File: src/rtl/fp_to_linear.sv
// fp_to_linear: converts a tiny sign/exponent/significand float word
// (value = +/- F << E) into a 12-bit two's-complement linear value.
// The shift runs one bit per clock, so a conversion takes E+1 edges.
//
// Handshake: a transfer happens on a rising edge where valid and ready are
// both 1. The producer holds S/E/F steady while in_valid=1 and in_ready=0.
// The consumer sees D stable while out_valid=1 until it raises out_ready.
module fp_to_linear (
  input  logic        clk,
  input  logic        rst_n,
  input  logic        in_valid,
  output logic        in_ready,
  input  logic        S,
  input  logic [2:0]  E,
  input  logic [3:0]  F,
  output logic        out_valid,
  input  logic        out_ready,
  output logic [11:0] D
);

  typedef enum logic [1:0] {
    IDLE  = 2'd0,
    SHIFT = 2'd1,
    DONE  = 2'd2
  } state_t;

  state_t      state;
  state_t      state_nxt;
  logic [10:0] mag;
  logic [2:0]  cnt;
  logic        sgn;

  // Only IDLE accepts a word, so in_ready never depends on out_ready.
  assign in_ready = (state == IDLE);

  // State register.
  always_ff @(posedge clk or negedge rst_n) begin
    if (!rst_n) begin
      state <= IDLE;
    end else begin
      state <= state_nxt;
    end
  end

  // Next-state logic.
  always_comb begin
    state_nxt = state;
    case (state)
      IDLE:    if (in_valid)       state_nxt = SHIFT;
      SHIFT:   if (cnt == 3'd0)    state_nxt = DONE;
      DONE:    if (out_ready)      state_nxt = IDLE;
      default:                     state_nxt = IDLE;
    endcase
  end

  // Datapath: capture on accept, shift one bit per edge, then publish D.
  // mag is wide enough for 15<<7, so no set bit is ever shifted out.
  always_ff @(posedge clk or negedge rst_n) begin
    if (!rst_n) begin
      mag       <= 11'd0;
      cnt       <= 3'd0;
      sgn       <= 1'b0;
      D         <= 12'h000;
      out_valid <= 1'b0;
    end else begin
      case (state)
        IDLE: begin
          if (in_valid) begin
            mag <= {7'd0, F};
            cnt <= E;
            sgn <= S;
          end
        end
        SHIFT: begin
          if (cnt != 3'd0) begin
            mag <= mag << 1;
            cnt <= cnt - 3'd1;
          end else begin
            // Negating zero gives zero, so S=1,F=0 cannot produce -0.
            D         <= sgn ? (12'd0 - {1'b0, mag}) : {1'b0, mag};
            out_valid <= 1'b1;
          end
        end
        DONE: begin
          if (out_ready) begin
            out_valid <= 1'b0;
          end
        end
        default: begin
          out_valid <= 1'b0;
        end
      endcase
    end
  end

endmodule

File: config.mk
export PLATFORM = sky130hd
export DESIGN_NAME = fp_to_linear
export DESIGN_NICKNAME = d
export VERILOG_FILES = /design/src/rtl/fp_to_linear.sv
export SDC_FILE = /design/constraint.sdc
export NUM_CORES = 1
export LEC_CHECK = 0
export BUFFER_PORTS_ARGS = -buffer_cell sky130_fd_sc_hd__clkbuf_2
export CAP_MARGIN = 30
export CORE_UTILIZATION = 54
export CTS_CLUSTER_SIZE = 8
export DETAILED_ROUTE_END_ITERATION = 6
export PLACE_DENSITY_LB_ADDON = 0.1
export SYNTH_ARGS = -nofsm -noshare
export SYNTH_HDL_FRONTEND = slang
export SYNTH_SLANG_ARGS = --single-unit
export TNS_END_PERCENT = 20
File: constraint.sdc
create_clock -name clk -period 1.95 [get_ports clk]
set_input_delay 0.39 -clock clk [delete_from_list [all_inputs] [get_ports clk]]
set_output_delay 0.39 -clock clk [all_outputs]
set_load 0.01 [all_outputs]
---- After elaboration in Yosys (flattened, before gate mapping) ----
Cells that the tools add are included.
storage, ports and cells
  bits in registers ....................... 30
  latch bits .............................. 0
  bits in writable memories ............... 0
  memory bits (read-only) ................. 0
  bits of input ports ..................... 12
  output and inout port bits .............. 14
  memories ................................ 0
operators by class
  add/subtract/negate cells ............... 2
  multipliers ............................. 0
  divide/modulo/power cells ............... 0
  $lt $le $gt $ge ......................... 0
  equal/unequal tests ..................... 7
  shifts and indexed selects .............. 0
  mux-type cells .......................... 14
  bitwise logic cells ..................... 2
  reduce and logical (&&, ||, !) cells .... 9
operators by type and width
  operator                                             number
  two-way mux 11 bit                                   2
  one-hot mux 11 bit (2 select lines)                  1
  two-way mux 12 bit                                   1
  subtractor 1 x 11 -> 12 bit, first input constant    1
  inequality test 2 bit, second input constant         5
  AND reduction 3 bit                                  3
  two-way mux 2 bit                                    3
  two-way mux 3 bit                                    2
  one-hot mux 2 bit (3 select lines)                   1
  one-hot mux 3 bit (2 select lines)                   1
  AND reduction 2 bit                                  2
  zero test 3 bit                                      1
  one-hot mux 1 bit (3 select lines)                   1
  nonzero test 3 bit                                   1
  subtractor 3 x 1 -> 3 bit, second input constant     1
  equality test 2 x 1 -> 1 bit, second input constant  1
  equality test 2 bit, second input constant           1
  zero test 2 bit                                      1
  two-way mux 1 bit                                    2
  NOT 1 bit                                            2
  nonzero test 2 bit                                   1

---- Longest topological paths before layout ----
  depth in word-level cells ............... 3
  depth in mapped cells ................... 9

---- Least setup slack after synthesis ----
Ideal clock, no wire load.
  path type ............................... register to register
  start point ............................. reg cnt[0]
  end point ............................... reg cnt[0]
  setup time .............................. 0.076 ns
  data arrival time ....................... 1.551 ns
  path slack .............................. 0.323 ns
  stages on the path, launching flop included .. 9
  buffers on the path ..................... 1
  clock period less this slack ............ 1.627 ns
  path through ............................ dfrtp_1 -> inv_1 -> ha_1 -> ha_1 -> nand2b_1 -> a21o_1 -> buf_6 -> or3_1 -> o21ai_1
between the ends
  word-level cells in the longest chain between the ends .. 3
  elaborated cells between the ends (all ways) .. 6
ends and longest elaborated chain
  item                                                                              line    source
  start, declared                                                                   30      logic [2:0] cnt;
  start signal, assigned                                                            77      cnt <= cnt - 3'd1;
  subtractor 3 x 1 -> 3 bit / nonzero test 3 bit (equally long branches)            77, 75
  two-way mux 3 bit / inequality test 2 bit (equally long branches)                 n/a
  one-hot mux 3 bit (2 select lines) / AND reduction 3 bit (equally long branches)  n/a
Parallel ways exist; a longest one is shown, timed or not. The select of a mux whose other input is x is not followed.
A chain may end at the register's enable or synchronous reset.

---- Worst setup path after layout ----
Ends and elaborated chain as after synthesis.

==> impl_results.html <==
<table>
<tr><th>Metric</th><th>Value</th></tr>
<tr><th colspan="2">Layout</th></tr>
<tr><td>Antenna diode count</td><td>0</td></tr>
<tr><td>Most frequent cells in the layout</td><td>32 x nand2_1, 30 x dfrtp_1, 26 x o21ai_0</td></tr>
<tr><td>Post-route cell area</td><td>~1700 sq um</td></tr>
<tr><td>Final Instance Count excl. Fillers</td><td>between 200 and 250</td></tr>
<tr><td>Commonest non-fill, non-tap cell in the layout</td><td>nand2_1</td></tr>
<tr><td>Layout cells sized above 1</td><td>between 10% and 20%</td></tr>
<tr><td>Final-stage net count</td><td>roughly 200</td></tr>
<tr><td>Area growth syn-to-layout</td><td>12.7%</td></tr>
<tr><th colspan="2">Routing</th></tr>
<tr><td>Via Count</td><td>~1,200</td></tr>
<tr><td>Routed length per placed instance</td><td>~13 microns</td></tr>
<tr><td>Router iterations before antenna repair</td><td>4</td></tr>
<tr><td>Topmost layer with routed signal wires</td><td>met4</td></tr>
<tr><td># DRC</td><td>0</td></tr>
<tr><td>Final WL</td><td>~2800 microns</td></tr>
<tr><td>Met2 layer wire length in the routed design</td><td>about 1200 microns</td></tr>
<tr><td>Detail-routed via count per cell</td><td>between 5 and 6</td></tr>
<tr><td>Detailed-route wire length on metal 1</td><td>~1300 microns</td></tr>
<tr><td>Count of routing violations after the opening detailed-route iteration</td><td>11</td></tr>
<tr><td>DR WL met3</td><td>~120 microns</td></tr>
<tr><td>Remaining antenna violation count after routing</td><td>0</td></tr>
<tr><th colspan="2">Synth</th></tr>
<tr><td>Synthesis Warnings</td><td>0</td></tr>
<tr><td>Mean cell area of the mapped netlist</td><td>roughly 9 sq um</td></tr>
<tr><td>Number of distinct library cell variants in the gate-level netlist after synthesis</td><td>32</td></tr>
<tr><td>Post-synthesis sequential area ratio</td><td>between 50% and 60%</td></tr>
<tr><td>Number of nets produced by synthesis</td><td>between 150 and 200</td></tr>
<tr><td>Post-Synthesis Cell Area</td><td>between 1000 and 1500 sq um</td></tr>
<tr><td>Gate count of the mapped netlist</td><td>around 160</td></tr>
<tr><td>Flip-flop and latch count after synthesis</td><td>30</td></tr>
<tr><th colspan="2">Clocking</th></tr>
<tr><td>H-tree depth reported by CTS</td><td>2</td></tr>
<tr><td>Clock tree from TritonCTS</td><td>built</td></tr>
<tr><td># resized after CTS</td><td>0</td></tr>
<tr><td>Bufs on Longest Clock Path</td><td>2</td></tr>
<tr><td>Count of buffers added by post-CTS timing repair for setup</td><td>0</td></tr>
<tr><td>Root cell of the clock tree</td><td>clkbuf_4</td></tr>
<tr><td>Clock sinks</td><td>30</td></tr>
<tr><td>CTS Hold Buffers Added</td><td>0</td></tr>
<tr><td>Latest clock arrival within the worst-skew pair</td><td>0.33 ns</td></tr>
<tr><td>Inserted Clock Buffers</td><td>5</td></tr>
<tr><td>Clock transition time at the flip-flop clock pins of the worst setup and hold paths</td><td>approximately 0.090 ns</td></tr>
<tr><th colspan="2">Pwr</th></tr>
<tr><td>Standby leakage power</td><td>between 0.7 and 0.8 nW</td></tr>
<tr><td>Clk pwr share</td><td>between 10% and 20%</td></tr>
<tr><td>Fraction of power consumed by combinational cells</td><td>about half</td></tr>
<tr><td>Power Density</td><td>1760 nW/um^2</td></tr>
<tr><td>Sequential power share</td><td>37.8%</td></tr>
<tr><td>Internal power</td><td>between 1.5 and 2 mW</td></tr>
<tr><td>Net Sw Frac</td><td>a little over two fifths</td></tr>
<tr><td>Worst VDD drop</td><td>roughly 0.0013 V</td></tr>
<tr><td>Power dissipated by switching net loads</td><td>about 1.3 mW</td></tr>
<tr><td>Final Total Pwr</td><td>~3 mW</td></tr>
<tr><th colspan="2">Die</th></tr>
<tr><td>Height of the die</td><td>around 54 microns</td></tr>
<tr><td>Cell row count</td><td>18</td></tr>
<tr><td>Overall die area</td><td>about 2900 sq um</td></tr>
<tr><td>CORE AREA</td><td>~2500 sq um</td></tr>
<tr><td>Width of the die</td><td>roughly 54 microns</td></tr>
<tr><td>Number of placed I/O pins</td><td>26</td></tr>
<tr><td>Initial core utilization</td><td>58.3%</td></tr>
<tr><th colspan="2">STA</th></tr>
<tr><td>Fin. max-slew vios</td><td>0</td></tr>
<tr><td>Share of the clock period used by the worst path</td><td>between 80% and 90%</td></tr>
<tr><td>Sum Neg Setup Slack</td><td>0 ns</td></tr>
<tr><td>Largest clock skew in the final design</td><td>roughly 0.0061 ns</td></tr>
<tr><td>Unrepaired setup endpoints after global routing</td><td>false</td></tr>
<tr><td>Hold Violations, Final</td><td>0</td></tr>
<tr><td>Relative slew slack</td><td>52.2%</td></tr>
<tr><td>Fin crit period</td><td>roughly 1.7 ns</td></tr>
<tr><td>Highest attainable clock frequency</td><td>between 500 and 600 MHz</td></tr>
<tr><td>Worst Max-Slew Pin Slew</td><td>approximately 0.72 ns</td></tr>
<tr><td>Finish-stage setup viols</td><td>0</td></tr>
<tr><th colspan="2">Status</th></tr>
<tr><td>Status</td><td>complete, no violations</td></tr>
<tr><th colspan="2">Job</th></tr>
<tr><td>Count of max-cap constraint violations</td><td>0</td></tr>
<tr><th colspan="2">Placed design</th></tr>
<tr><td>Post-Place Cell Area</td><td>between 1500 and 2000 sq um</td></tr>
<tr><td>Total half-perimeter wirelength after legalization and detailed placement</td><td>between 2000 and 2500 microns</td></tr>
<tr><td>Count of port buffers added during placement</td><td>25</td></tr>
<tr><td>Placer's final routability congestion estimate</td><td>roughly 0.83</td></tr>
<tr><td>Cell count after placement</td><td>between 200 and 250</td></tr>
<tr><th colspan="2">Setup path</th></tr>
<tr><td>Critical path launch point type</td><td>flip-flop</td></tr>
<tr><td>Worst endpoint required time</td><td>around 2.2 ns</td></tr>
<tr><td>Arrival @ worst endpoint</td><td>~2.0 ns</td></tr>
<tr><td>Start-to-end type of the worst setup path</td><td>reg -&gt; reg</td></tr>
<tr><td>Endpoint kind of the worst setup timing path</td><td>flip-flop</td></tr>
<tr><td>Maximum fanout count along the critical path</td><td>7</td></tr>
<tr><th colspan="2">Global route</th></tr>
<tr><td>Wire length of the first global-routing pass</td><td>4760 microns</td></tr>
<tr><td>Overall Global Routing Usage</td><td>23.4%</td></tr>
<tr><td>Number of global-route vias before repair</td><td>roughly 1,100</td></tr>
<tr><td>Largest net degree at the start of global routing</td><td>31</td></tr>
<tr><td>Antenna violations before repair</td><td>0</td></tr>
<tr><td>Total grt overflow</td><td>0</td></tr>
<tr><th colspan="2">Min path</th></tr>
<tr><td>Worst min-delay path class</td><td>in -&gt; async</td></tr>
</table>
==> power groups by stage <==
stage | logic, mW | clock network (mW) | registers (mW)
floorplan | 1.11 | 0 | 1.09
global placement | 1.36 | 0 | 1.10
detailed placement | 1.43 | 0 | 1.12
CTS | 1.44 | 0.390 | 1.11
global route | 1.64 | 0.410 | 1.16
finish | 1.43 | 0.384 | 1.11
==> critical path: stages, from the launching register on <==
cell      delay [ns]
dfrtp_1         0.34
inv_1           0.06
ha_1            0.19
ha_1            0.22
nand2b_1        0.15
a21o_1          0.23
or3_1           0.36
o21ai_1         0.09
==> synthesized netlist by cell type, drive strengths merged <==
cell | instances | area, sq um
mux2i | 2 | 20.0
a21o | 1 | 7.51
xor2 | 3 | 26.3
or3 | 1 | 6.26
a211oi | 1 | 7.51
a21oi | 8 | 40.0
a41oi | 1 | 8.76
buf | 7 | 43.8
nand3 | 1 | 5.00
nand2 | 33 | 126
inv | 8 | 30.0
nor2b | 1 | 6.26
nand2b | 4 | 25.0
o21ai | 29 | 145
nand4 | 1 | 6.26
nor2 | 10 | 37.5
o41ai | 1 | 8.76
a41o | 1 | 10.0
clkbuf | 2 | 7.51
dfrtp | 30 | 751
a31oi | 2 | 12.5
mux2 | 1 | 11.3
xnor2 | 6 | 52.6
nor4 | 2 | 27.5
nor3 | 1 | 5.00
ha | 3 | 37.5
or2 | 1 | 6.26
==> cells by family after synthesis <==
| kind of cell | count (synthesis) | share of synthesized area [%] |
|---|---|---|
| AOI/OAI and AO/OA | 44 | 16.3 |
| xor gates and xnor gates | 9 | 5.36 |
| adders and majority gates | 3 | 2.55 |
| buffers and inverters | 17 | 5.53 |
| DFF | 30 | 51.0 |
| muxes | 3 | 2.13 |
| and+or+nand+nor | 55 | 17.1 |
==> path summary, 6_finish.rpt <==
kind,start,endpoint,slack (ns),cells after the start
max reg2reg,cnt[0],cnt[0],0.23,7
max,cnt[0],cnt[0],0.23,7
min reg2reg,D[3],D[3],0.49,2
min,rst_n,out_valid,0.1,1
min in group clk,F[0],mag[0],0.28,3
max in group asynchronous,rst_n,D[7],1.40,1
==> area by class of cell <==
class	instances	area, sq um
Tap cell	30	37.5
Clock inverter	1	5.00
Multi-Input combinational cell	114	639
Clock buffer	7	55.1
Sequential cell	30	751
Timing Repair Buffer	27	140
Fill cell	231	865
Inverter	8	30.0
==> stage by stage <==
step	setup WS (ns)	utilization (%)	hold WS, ns
after floorplan	0.323	-	0.0944
after global placement	0.339	63.3	0.462
after detailed placement	0.249	63.3	0.471
after CTS	0.225	65.7	0.123
after global routing	0.0841	65.7	0.159
final	0.226	65.7	0.0972
==> per-layer routing <==
layer / up-vias / global-route usage [%]
met5: - / 0
met4: 0 / 12.0
met3: 9 / 6.21
met2: 30 / 37.2
met1: 545 / 29.0
li1: 596 / -
==> registers in the layout, summed over array words and instances (netlist names) <==
register	cells
cnt	3
out_valid	1
D	12
mag	11
state	2
sgn	1
(Power assumes the default switching activity.)
